===== config.mk =====
export PLATFORM = sky130hd
export DESIGN_NAME = layer_scheduler
export DESIGN_NICKNAME = d
export VERILOG_FILES = /design/src/rtl/layer_scheduler.sv
export SDC_FILE = /design/constraint.sdc
export NUM_CORES = 1
export LEC_CHECK = 0
export CAP_MARGIN = 10
export CORE_ASPECT_RATIO = 0.75
export CORE_UTILIZATION = 25
export DETAILED_ROUTE_END_ITERATION = 12
export PLACE_DENSITY = 0.48
export REMOVE_ABC_BUFFERS = 1
export SLEW_MARGIN = 20
export SYNTH_ARGS = -nofsm -noshare
export SYNTH_HDL_FRONTEND = slang
export SYNTH_SLANG_ARGS = --single-unit

===== constraint.sdc =====
create_clock -name clk -period 8.7 [get_ports clk]
set_clock_uncertainty 0.1 [all_clocks]
set_input_delay 0.87 -clock clk [delete_from_list [all_inputs] [get_ports clk]]
set_output_delay 0.87 -clock clk [all_outputs]
set_load 0.05 [all_outputs]

===== src/rtl/layer_scheduler.sv =====
// Time-multiplexed dense layer: NUM_NODES neurons share one 8x8 MAC, weights and
// biases streamed from an external synchronous ROM, ReLU applied on emit.
module layer_scheduler #(
  parameter int NUM_IN    = 15,
  parameter int NUM_NODES = 16,
  parameter int AW        = 8
) (
  input  logic                  clk,
  input  logic                  reset,
  input  logic                  in_valid,
  output logic                  in_ready,
  input  logic [NUM_IN*8-1:0]   in_data,
  output logic [AW-1:0]         w_addr,
  input  logic [7:0]            w_data,
  output logic                  out_valid,
  input  logic                  out_ready,
  output logic [3:0]            out_node,
  output logic [15:0]           out_data,
  output logic                  done
);

  localparam int KW = $clog2(NUM_IN + 2);
  localparam logic [KW-1:0] K_BIAS    = KW'(NUM_IN);
  localparam logic [KW-1:0] K_LAST    = KW'(NUM_IN + 1);
  localparam logic [3:0]    NODE_LAST = 4'(NUM_NODES - 1);

  typedef enum logic [1:0] {IDLE, RUN, EMIT} state_t;

  state_t                state, state_nxt;
  logic [NUM_IN*8-1:0]   act;
  logic [3:0]            node;
  logic [KW-1:0]         k;
  logic [KW-1:0]         j;
  logic signed [15:0]    acc;
  logic signed [7:0]     a_sel;
  logic signed [7:0]     w_s;
  logic signed [15:0]    prod;
  logic signed [15:0]    term;

  function automatic logic [15:0] relu(input logic signed [15:0] v);
    return v[15] ? 16'd0 : v;
  endfunction

  // k counts RUN cycles; ROM data seen in cycle k belongs to address slot k-1
  assign j   = k - KW'(1);
  assign w_s = signed'(w_data);

  always_comb begin
    a_sel = '0;
    for (int i = 0; i < NUM_IN; i++)
      if (j == KW'(i)) a_sel = act[i*8 +: 8];
  end

  assign prod = 16'(a_sel) * 16'(w_s);
  assign term = (j == K_BIAS) ? 16'(w_s) : prod;

  always_ff @(posedge clk or negedge reset) begin
    if (!reset) state <= IDLE;
    else        state <= state_nxt;
  end

  always_comb begin
    state_nxt = state;
    case (state)
      IDLE:    if (in_valid) state_nxt = RUN;
      RUN:     if (k == K_LAST) state_nxt = EMIT;
      EMIT:    if (out_ready) state_nxt = (node == NODE_LAST) ? IDLE : RUN;
      default: state_nxt = IDLE;
    endcase
  end

  always_comb begin
    in_ready  = reset && (state == IDLE);
    out_valid = (state == EMIT);
    out_node  = node;
    out_data  = out_valid ? relu(acc) : 16'd0;
  end

  always_ff @(posedge clk or negedge reset) begin
    if (!reset) begin
      act    <= '0;
      node   <= '0;
      k      <= '0;
      acc    <= '0;
      w_addr <= '0;
      done   <= 1'b0;
    end else begin
      done <= 1'b0;
      case (state)
        IDLE: begin
          if (in_valid) begin
            act    <= in_data;
            node   <= '0;
            k      <= '0;
            acc    <= '0;
            w_addr <= '0;
          end
        end
        RUN: begin
          k <= k + KW'(1);
          if (k < K_BIAS) w_addr <= w_addr + AW'(1);
          if (k != '0)    acc    <= acc + term;
        end
        EMIT: begin
          if (out_ready) begin
            if (node == NODE_LAST) begin
              done <= 1'b1;
            end else begin
              // next node's weights start right after this node's bias
              node   <= node + 4'd1;
              k      <= '0;
              acc    <= '0;
              w_addr <= w_addr + AW'(1);
            end
          end
        end
        default: ;
      endcase
    end
  end

endmodule


==> out/metrics.cfg <==
[status]
outcome=finished, final reports clean

[worst_setup_path]
worst-r2r-setup-slack_ns=0.32
rr_startpoint=k[0]
crit_path_max_fanout=6
cp-start-kind=flop
critical_path_class=reg2reg
crit_buf_inv=7
path_depth=35
max_stage_delay_ns=0.54
required_ns=8.94
crit_path_end_kind=flop
reg2reg_to=acc[15]
critPathMostFrequentCell=inv_1
r2r_cells=35
crit_slowest_cell=fa_1
arrival_ns=8.62
critPathTopFamily=compound AO/OA/AOI/OAI gates

[clock_tree]
numCtsBuffers=17
cts_root_buffer=clkbuf_16
cts.sinks=156
cts_tree=built
clk_latency_ns=0.44
clk_pin_slew_ns=0.07
ctsHtreeMaxLevel=4
clk_path_buf_depth=2

[floorplanning]
core_area_um2=43800
io_pins=163
rows=66
dieHeight_um=185
die_width_um=246
start_util=0.256
die_area_um2=45700

[drt]
wirelength_um=35100
drtIter0Drc=836
final_antenna_net_count=0
vias=9216
route.detailed.drc=0
viasPerCell=4.83
drt_pass1_iterations=5
routedWlPerCell_um=18.4

[synthesis]
synth.distinct_cells=77
syn_area_um2=11200
ys_seq_area_frac=0.348
synth_edf_count=0
synth-main-ff-cell=dfrtp_1
ys_ff_latch=156
syn_area_per_cell_um2=9.86
ys_warn_count=0
yosysTopAreaCell=dfrtp_1
syn_inst=1136
synth_top_area_share=0.348
synth_area_leaders=dfrtp_1, mux2_2, fa_1
async_flop_share=1.00

[sta]
period_share=0.963
min_period_ns=8.38
holdWs_ns=0.276
totalNegativeSetupSlack_ns=0
fmax_mhz=119
fin_ws_ns=0.321
setup_viol=0
hold_viol_final=0
tightestPinTransition_ns=0.964
relSlewSlack=0.357
finalMaxSlewViolations=0

[placement]
portBuffers=161
place_congestion=0.885
place_inst=1865
hpwlAfterDp_um=27300
post-place-ws_ns=-0.273

[layout]
nets=1560
multi_input_area_um2=6850
seq_area_um2=3900
final_cells=1907
diodes=0
area_growth_pct=29.2
final_layout_size_suffix_gt1_frac=0.190
fill_cells=4529

[grt]
antenna_found_initial=1
grt_pass1_vias=9187
grt_max_degree=75
grt_overflow_total=0
grt_pass1_wl_um=54200
grtUsageTotal=0.157

[job]
cap_violations=0

[min_path]
hp-class=in2async

## worst max path at each step
stage	slack [ns]	startpoint	end
3_3_place_gp	-0.13	k[1]	acc[15]
4_1_cts	0.04	k[1]	acc[15]
2_1_floorplan	0.14	k[0]	acc[15]
5_1_grt	-0.02	k[0]	acc[15]
3_5_place_dp	-0.27	k[1]	acc[15]
6_report	0.32	k[0]	acc[15]
## worst reg2reg max path, delay by kind of cell, from the launching register on
kind,cells,cell delay (ns)
buf+inv,7,0.74
simple gates,5,1.29
xor+xnor,1,0.10
fa+ha+maj,7,2.59
flops,1,0.38
compound gates,15,3.11
## repair_timing
action,in CTS,in global routing
endpoints found under the setup margin,1,2
pin swaps,0,6
hold buffers,0,0
resized for setup,12,23
buffers inserted,1,8
cloned,0,1
## registers in the layout, summed over array words and instances, names as in the netlist
register	count
out_node	4
done	1
k	5
state	2
act	120
acc	16
w_addr	8
## final cells by class
class,count,share of cell area
inverters,110,0.0285
multi-input cells,821,0.473
clock inverters,13,0.0102
well taps,578,0.0500
flip-flops and latches,156,0.270
clock buffers,19,0.0313
repair buffers,210,0.138
## Yosys cell counts, drive strengths merged (5+ instances only)
library cell / number
o21bai: 5
a31o: 5
nand2b: 5
nand2: 85
and3: 18
dfrtp: 156
o22ai: 7
nand3: 41
and2: 39
a221oi: 9
nand4: 9
or2: 8
buf: 17
fa: 56
o211ai: 9
a22o: 12
o21a: 5
nor3: 26
mux2: 122
nor2: 62
a21oi: 45
xnor2: 15
a31oi: 7
o31ai: 10
or3: 14
ha: 56
inv: 110
o21ai: 57
clkbuf: 33
a211oi: 5
a21o: 12
xor2: 12
## metal layers
layer  track usage  vias to the layer above  wire [µm]  part of all wire
li1              -                     4360          -                 -
met1         0.235                     4567      18100              0.52
met2         0.233                      271      15100              0.43
met3        0.0249                       18       1590             0.045
met4        0.0360                        0        367             0.010
met5             0                        -          0                 0
## cell usage in the layout (no fill, tap or decap), types with 7 or more instances in the layout
cell             netlist  final
buf_4                  1     46
xnor2_1               14     14
xor2_1                11     11
clkdlybuf4s50_1        0    160
nand4_1                9      9
mux2_2               122    122
o31ai_1               10     10
ha_1                  56     55
clkbuf_16              0     17
or3_1                 14     14
o21ai_0               54     54
a21o_1                12     12
fa_1                  56     56
nor2_1                60     58
dfrtp_1              156    156
nand3_1               41     41
nor3_1                26     24
and3_1                18     17
nand2_1               85     82
a21oi_1               45     42
and2_1                39     38
o211ai_1               8      8
a22o_1                12     11
inv_1                110    109
o22ai_1                7      7
## logic make-up after synthesis
logic type / Yosys count / share of synthesized area
AOI/OAI and AO/OA: 231 / 0.142
xor gates and xnor gates: 27 / 0.0224
adders and majority gates: 112 / 0.163
buffers and inverters: 160 / 0.0551
DFF: 156 / 0.348
muxes: 125 / 0.125
other: 1 / 0.000335
and+or+nand+nor: 324 / 0.144
## per-stage QoR
step,instance area [µm²],util
2_1_floorplan,11000,-
3_3_place_gp,13600,0.312
3_5_place_dp,13600,0.312
4_1_cts,14300,0.327
5_1_grt,14500,0.331
6_report,14500,0.331
Power is left out: the tool's default activity adds up to more than one toggle a clock period on the data nets, which glitch-free logic cannot reach.
